[config.mk]
export PLATFORM = sky130hd
export DESIGN_NAME = axil_mux_wr
export DESIGN_NICKNAME = d
export VERILOG_FILES = /design/src/rtl/axil_pkg.sv /design/src/rtl/axil_chan_buf.sv /design/src/rtl/axil_mux_wr.sv
export SDC_FILE = /design/constraint.sdc
export NUM_CORES = 1
export LEC_CHECK = 0
export ABC_AREA = 0
export BUFFER_PORTS_ARGS = -buffer_cell sky130_fd_sc_hd__buf_2
export CORE_UTILIZATION = 41
export DETAILED_ROUTE_END_ITERATION = 10
export PLACE_DENSITY = 0.78
export SLEW_MARGIN = 20
export SYNTH_ARGS = -nofsm -noshare
export SYNTH_HDL_FRONTEND = slang
export SYNTH_HIERARCHICAL = 1
export SYNTH_SLANG_ARGS = --single-unit
[constraint.sdc]
create_clock -name aclk -period 1.6 [get_ports aclk]
set_clock_uncertainty 0.1 [all_clocks]
set_input_delay 0.16 -clock aclk [delete_from_list [all_inputs] [get_ports aclk]]
set_output_delay 0.16 -clock aclk [all_outputs]
set_load 0.02 [all_outputs]
[src/rtl/axil_pkg.sv]
// Shared AXI-Lite interconnect constants.
//   NUMBER_MASTER / ADDR_WIDTH / DATA_WIDTH : default interconnect geometry
//   BRESP_OKAY / BRESP_SLVERR               : write response codes
package axil_pkg;

    localparam int NUMBER_MASTER = 2;
    localparam int ADDR_WIDTH    = 32;
    localparam int DATA_WIDTH    = 32;

    localparam logic [1:0] BRESP_OKAY   = 2'b00;
    localparam logic [1:0] BRESP_SLVERR = 2'b10;

endpackage

[src/rtl/axil_chan_buf.sv]
// One-entry valid/ready holding register for an AXI-Lite request channel.
//   aclk, aresetn : clock, async active-low reset
//   load          : upstream handshake this cycle (only asserted while empty)
//   data_in       : payload captured on load
//   drain         : downstream ready; empties the entry when full
//   full          : entry holds a payload (drives the downstream valid)
//   data          : held payload; keeps its last value once drained
module axil_chan_buf #(
    parameter int WIDTH = 8
) (
    input  logic             aclk,
    input  logic             aresetn,
    input  logic             load,
    input  logic [WIDTH-1:0] data_in,
    input  logic             drain,
    output logic             full,
    output logic [WIDTH-1:0] data
);

    always_ff @(posedge aclk or negedge aresetn) begin
        if (!aresetn) begin
            full <= 1'b0;
            data <= '0;
        end else begin
            if (load) begin
                full <= 1'b1;
                data <= data_in;
            end else if (drain) begin
                full <= 1'b0;
            end
        end
    end

endmodule

[src/rtl/axil_mux_wr.sv]
// AXI-Lite write-channel mux sitting behind the round-robin write arbiter.
// Routes the granted master's AW and W through one-entry buffers to the
// slave and returns the slave's B response to that master only.
//   aclk, aresetn     : clock, async active-low reset
//   grant_wr          : one-hot grant from the arbiter (sampled in IDLE only)
//   m_axil_aw*/w*/b*  : per-master ports, flattened master-major
//   s_axil_aw*/w*/b*  : single slave port
//
//   state | meaning
//   ------+--------------------------------------------------------------
//   IDLE  | waiting for a grant; every ready/valid toward masters is low
//   XFER  | accepting AW and W once each from master sel, draining buffers
//   RESP  | both requests delivered; B passes through from slave to sel
module axil_mux_wr #(
    parameter int NUMBER_MASTER = axil_pkg::NUMBER_MASTER,
    parameter int ADDR_WIDTH    = axil_pkg::ADDR_WIDTH,
    parameter int DATA_WIDTH    = axil_pkg::DATA_WIDTH
) (
    input  logic                                   aclk,
    input  logic                                   aresetn,
    input  logic [NUMBER_MASTER-1:0]               grant_wr,

    input  logic [NUMBER_MASTER*ADDR_WIDTH-1:0]    m_axil_awaddr,
    input  logic [NUMBER_MASTER*3-1:0]             m_axil_awprot,
    input  logic [NUMBER_MASTER-1:0]               m_axil_awvalid,
    output logic [NUMBER_MASTER-1:0]               m_axil_awready,
    input  logic [NUMBER_MASTER*DATA_WIDTH-1:0]    m_axil_wdata,
    input  logic [NUMBER_MASTER*DATA_WIDTH/8-1:0]  m_axil_wstrb,
    input  logic [NUMBER_MASTER-1:0]               m_axil_wvalid,
    output logic [NUMBER_MASTER-1:0]               m_axil_wready,
    output logic [1:0]                             m_axil_bresp,
    output logic [NUMBER_MASTER-1:0]               m_axil_bvalid,
    input  logic [NUMBER_MASTER-1:0]               m_axil_bready,

    output logic [ADDR_WIDTH-1:0]                  s_axil_awaddr,
    output logic [2:0]                             s_axil_awprot,
    output logic                                   s_axil_awvalid,
    input  logic                                   s_axil_awready,
    output logic [DATA_WIDTH-1:0]                  s_axil_wdata,
    output logic [DATA_WIDTH/8-1:0]                s_axil_wstrb,
    output logic                                   s_axil_wvalid,
    input  logic                                   s_axil_wready,
    input  logic [1:0]                             s_axil_bresp,
    input  logic                                   s_axil_bvalid,
    output logic                                   s_axil_bready
);

    localparam int SEL_W  = $clog2(NUMBER_MASTER);
    localparam int STRB_W = DATA_WIDTH / 8;
    localparam int AW_W   = ADDR_WIDTH + 3;
    localparam int W_W    = DATA_WIDTH + STRB_W;

    typedef enum logic [1:0] {
        IDLE = 2'd0,
        XFER = 2'd1,
        RESP = 2'd2
    } state_t;

    state_t                   state;
    logic [SEL_W-1:0]         sel;
    logic [SEL_W-1:0]         grant_idx;
    logic [NUMBER_MASTER-1:0] sel_onehot;
    logic                     aw_done;
    logic                     w_done;
    logic                     aw_full;
    logic                     w_full;
    logic                     aw_rdy;
    logic                     w_rdy;
    logic                     aw_hs;
    logic                     w_hs;
    logic                     xfer_done;
    logic                     b_hs;
    logic [AW_W-1:0]          aw_in;
    logic [AW_W-1:0]          aw_q;
    logic [W_W-1:0]           w_in;
    logic [W_W-1:0]           w_q;

    // Lowest set bit wins if the arbiter ever hands over a non-one-hot grant.
    always_comb begin
        grant_idx = '0;
        for (int i = NUMBER_MASTER - 1; i >= 0; i--) begin
            if (grant_wr[i]) begin
                grant_idx = SEL_W'(i);
            end
        end
    end

    assign sel_onehot = NUMBER_MASTER'(1) << sel;

    // Each channel is accepted once per transaction and never while its
    // buffer is still waiting on the slave.
    assign aw_rdy = (state == XFER) && !aw_done && !aw_full;
    assign w_rdy  = (state == XFER) && !w_done && !w_full;
    assign aw_hs  = aw_rdy && m_axil_awvalid[sel];
    assign w_hs   = w_rdy && m_axil_wvalid[sel];

    assign aw_in = {m_axil_awprot[int'(sel)*3 +: 3],
                    m_axil_awaddr[int'(sel)*ADDR_WIDTH +: ADDR_WIDTH]};
    assign w_in  = {m_axil_wstrb[int'(sel)*STRB_W +: STRB_W],
                    m_axil_wdata[int'(sel)*DATA_WIDTH +: DATA_WIDTH]};

    // Leave XFER on the same edge the last buffer drains so RESP is entered
    // without an extra idle cycle.
    assign xfer_done = aw_done && w_done
                       && (!aw_full || s_axil_awready)
                       && (!w_full || s_axil_wready);

    // Same condition the arbiter uses to release its grant.
    assign b_hs = (state == RESP) && s_axil_bvalid && m_axil_bready[sel];

    axil_chan_buf #(.WIDTH(AW_W)) u_aw_buf (
        .aclk    (aclk),
        .aresetn (aresetn),
        .load    (aw_hs),
        .data_in (aw_in),
        .drain   (s_axil_awready),
        .full    (aw_full),
        .data    (aw_q)
    );

    axil_chan_buf #(.WIDTH(W_W)) u_w_buf (
        .aclk    (aclk),
        .aresetn (aresetn),
        .load    (w_hs),
        .data_in (w_in),
        .drain   (s_axil_wready),
        .full    (w_full),
        .data    (w_q)
    );

    always_ff @(posedge aclk or negedge aresetn) begin
        if (!aresetn) begin
            state   <= IDLE;
            sel     <= '0;
            aw_done <= 1'b0;
            w_done  <= 1'b0;
        end else begin
            case (state)
                IDLE: begin
                    if (|grant_wr) begin
                        sel     <= grant_idx;
                        aw_done <= 1'b0;
                        w_done  <= 1'b0;
                        state   <= XFER;
                    end
                end
                XFER: begin
                    if (aw_hs) begin
                        aw_done <= 1'b1;
                    end
                    if (w_hs) begin
                        w_done <= 1'b1;
                    end
                    if (xfer_done) begin
                        state <= RESP;
                    end
                end
                RESP: begin
                    if (b_hs) begin
                        state <= IDLE;
                    end
                end
                default: state <= IDLE;
            endcase
        end
    end

    assign m_axil_awready = aw_rdy ? sel_onehot : '0;
    assign m_axil_wready  = w_rdy ? sel_onehot : '0;

    assign s_axil_awvalid               = aw_full;
    assign {s_axil_awprot, s_axil_awaddr} = aw_q;
    assign s_axil_wvalid                = w_full;
    assign {s_axil_wstrb, s_axil_wdata}   = w_q;

    assign m_axil_bresp  = s_axil_bresp;
    assign m_axil_bvalid = ((state == RESP) && s_axil_bvalid) ? sel_onehot : '0;
    assign s_axil_bready = (state == RESP) && m_axil_bready[sel];

endmodule

==> summary.md <==
| Metric | Value |
|---|---|
| Number of nets in the synthesized netlist | `around 430` |
| Unrepaired setup endpoints after global routing | `yes` |
| Slew headroom | `0.744` |
| Max-slew violation count | `0` |
| Vias | `3,305` |
| Number of setup violations in the final report | `between 80 and 90` |
| CTS Buffer Depth | `2` |
| Detailed-route vias per instance | `4.79` |
| Drt pass-1 iters | `4` |
| Die span in x | `between 100 and 150 um` |
| Proportion of layout cells with a drive suffix above 1 | `0.814` |
| Via count of the first global-routing pass | `about 3.5k` |
| Number of max-capacitance violations reported | `0` |
| Part of the Yosys area used for sequential elements | `0.454` |
| Type of origin of the critical path | `flip-flop` |
| Die Area | `~11,000 um^2` |
| Area growth, synth to finish | `53.5%` |
| Hold WC Path Type | `in -> reg` |
| TritonCTS buffer count | `9` |
| First-pass GRT wire length | `about 17,000 um` |
| Iteration-0 DRC count of the detailed router | `110` |
| Top cells by area, synth | `dfrtp_1, mux2_4, mux2_2, buf_12, buf_6` |
| Count of mapped cells out of synthesis | `around 270` |
| Routed wire length | `11,400 um` |
| Arrival time at the worst endpoint | `2.04 ns` |
| Area inside the core boundary | `around 10,000 um^2` |
| Minimum period implied by the final worst setup slack | `roughly 1.9 ns` |
| Most Frequent Cell on Critical Path | `buf_6` |
| Layout Nets | `between 700 and 800` |
| Worst vdd ir | `~1100 uV` |
| Pin count of the biggest net entering global routing | `39` |
| Critical path data required time | `roughly 1.7 ns` |
| Total power per unit cell area | `roughly 2200 nW/um^2` |
| Unique masters post-synth | `23` |
| Routed wire per std cell | `around 16 um` |
| Setup WS pre-CTS | `-0.168 ns` |
| Top cell type's share of synthesized area | `0.454` |
| Boundary pin count | `~240` |
| Leakage power total | `approximately 3.3 nW` |
| CTS Sinks | `78` |
| Fillcell total | `roughly 760` |
| HPWL Detailed | `7170 um` |
| Violated checks | `setup timing` |
| Achievable clock frequency | `roughly 520 MHz` |
| Clk Tree Root Cell | `clkbuf_8` |
| Post-synth top area cell | `dfrtp_1` |
| Slew @ Worst Pin | `around 0.38 ns` |
| Type of the worst setup path | `reg -> reg` |
| Final weighted congestion in routability-driven placement | `about 0.85` |
| Initial core utilization | `0.420` |
| Outcome | `finished with violations` |
| Minimum hold slack | `~0.064 ns` |
| Remaining global-route overflow | `0` |
| Cell family with the largest share of critical-path delay | `flip-flops` |
| Number of antenna violations at the first check in global routing | `0` |
| Slowest Stage Delay on Critical Path | `around 0.50 ns` |
| Kind of capture point of the worst setup path | `flip-flop` |
| Port Buf Inserts | `approximately 230` |
| H-tree depth reported by CTS | `3` |
| Number of routed nets with antenna violations | `0` |
| Crit-path max FO | `18` |
| CTS tree | `yes` |
| Buffers & Inverters on Critical Path | `3` |
| Yosys warning count | `6` |
| Global router's overall resource usage | `0.207` |
| Final critical-path share of the clock period | `1.19` |
| Ordered cell list for the critical path | `buf_6, mux2i_2, nor4_4, buf_6, buf_12, mux2_4` |
| Post-Syn Area per Cell | `~16 um^2` |
| Number of hold violations in the final report | `0` |
| Count of state elements after synthesis | `78` |
| Summed instance area of the synthesized netlist | `~4300 um^2` |
| Insertion delay to the later sink of the worst-skew pair | `about 0.34 ns` |
| Reg clk slew, reported paths | `roughly 0.090 ns` |
| Placed cell count | `637` |
| Slowest CP cell | `dfrtp_4` |
| Ant. Diodes | `0` |
| Die H | `between 100 and 150 um` |
| Non-filler instance count after layout | `just under 700` |
| Setup WS post-layout | `-0.308 ns` |
| Standard-cell rows | `37` |
| Number of design rule violations left after detail routing | `0` |
synthesized netlist by cell type (all sizes together):
cell type and instances:
nor3b 1, nor4 4, and4b 1, nor2b 2, nand2b 2, a21oi 2, a21o 4, nand2 1
mux2i 3, o2bb2ai 1, dfrtp 78, buf 19, inv 4, mux2 142, o21ai 2, nor2 2
nor4b 2, a221oi 1
cells by family after synthesis:
kind of cell	synth area share
AOI/OAI and AO/OA	0.0157
buffers and inverters	0.0565
DFF	0.454
muxes	0.441
and+or+nand+nor	0.0329
layout make-up:
cell class / instances / area (um^2) / area share
repair buffers: 286 / 2030 / 0.308
clock buffers: 10 / 138 / 0.0209
clock inverters: 6 / 92.6 / 0.0140
well taps: 136 / 170 / 0.0258
multi-input cells: 170 / 2200 / 0.333
inverters: 4 / 15.0 / 0.00228
flip-flops and latches: 78 / 1960 / 0.296
worst paths after layout:
kind,endpoint,start,cells past startpoint,slack [ns]
max,u_w_buf/data[29],sel,6,-0.31
max in group asynchronous,sel,aresetn,3,0.69
min in group asynchronous,u_w_buf/data[32],aresetn,2,0.16
max reg2reg,u_w_buf/data[29],sel,6,-0.31
min,u_w_buf/data[32],m_axil_wstrb[4],3,0.06
min reg2reg,u_aw_buf/data[32],u_aw_buf/data[32],1,0.41
sequential cells by signal, indices dropped and copies added, names as in the netlist:
signal	cells
state	2
w_done	1
u_aw_buf/full	1
u_w_buf/full	1
u_aw_buf/data	35
sel	1
aw_done	1
u_w_buf/data	36
worst min-delay path: cells and delay by family:
kind	cells	cell delay [ns]
buffers and inverters	1	0.07
muxes	2	0.25
through the flow:
step / power, mW / instance area, um^2 / util / setup TNS, ns
floorplan: 8.97 / 4320 / - / -4.62
global placement: 10.5 / 5610 / 0.548 / -6.35
detailed placement: 10.7 / 5610 / 0.548 / -7.73
CTS: 14.0 / 6390 / 0.625 / -16.01
global route: 15.1 / 6600 / 0.645 / -22.93
finish: 14.4 / 6600 / 0.645 / -18.42
metal layers:
metal | track usage | wire [um] | vias to the layer above
li1 | - | - | 1548
met1 | 0.245 | 4730 | 1604
met2 | 0.369 | 5900 | 132
met3 | 0.0363 | 514 | 21
met4 | 0.0816 | 229 | 0
met5 | 0 | 0 | -
layout by cell type, fill, tap and decap left out, types with 3 or more instances in the layout:
master,n
a21o_1,4
inv_1,4
buf_12,11
clkbuf_8,10
buf_16,8
dfrtp_1,77
buf_6,8
nor4_4,4
dlygate4sd3_1,5
bufbuf_16,3
mux2_4,74
buf_4,22
mux2_2,68
buf_2,226
repair_timing:
action / CTS / global route
hold buffers: 5 / 0
endpoints found under the setup margin: 78 / 82
resized for setup: 26 / 17
gates cloned: 11 / 3
setup buffers: 11 / 7
pin swaps: 3 / 3
hold endpoints to repair: 75 / 0
report_power, final:
group          leakage (nW)  internal, mW  switching, mW
Sequential            0.925          3.01          0.590
Combinational          2.29          5.22           3.92
Clock                 0.110         0.933          0.765
(Power assumes the default switching activity.)
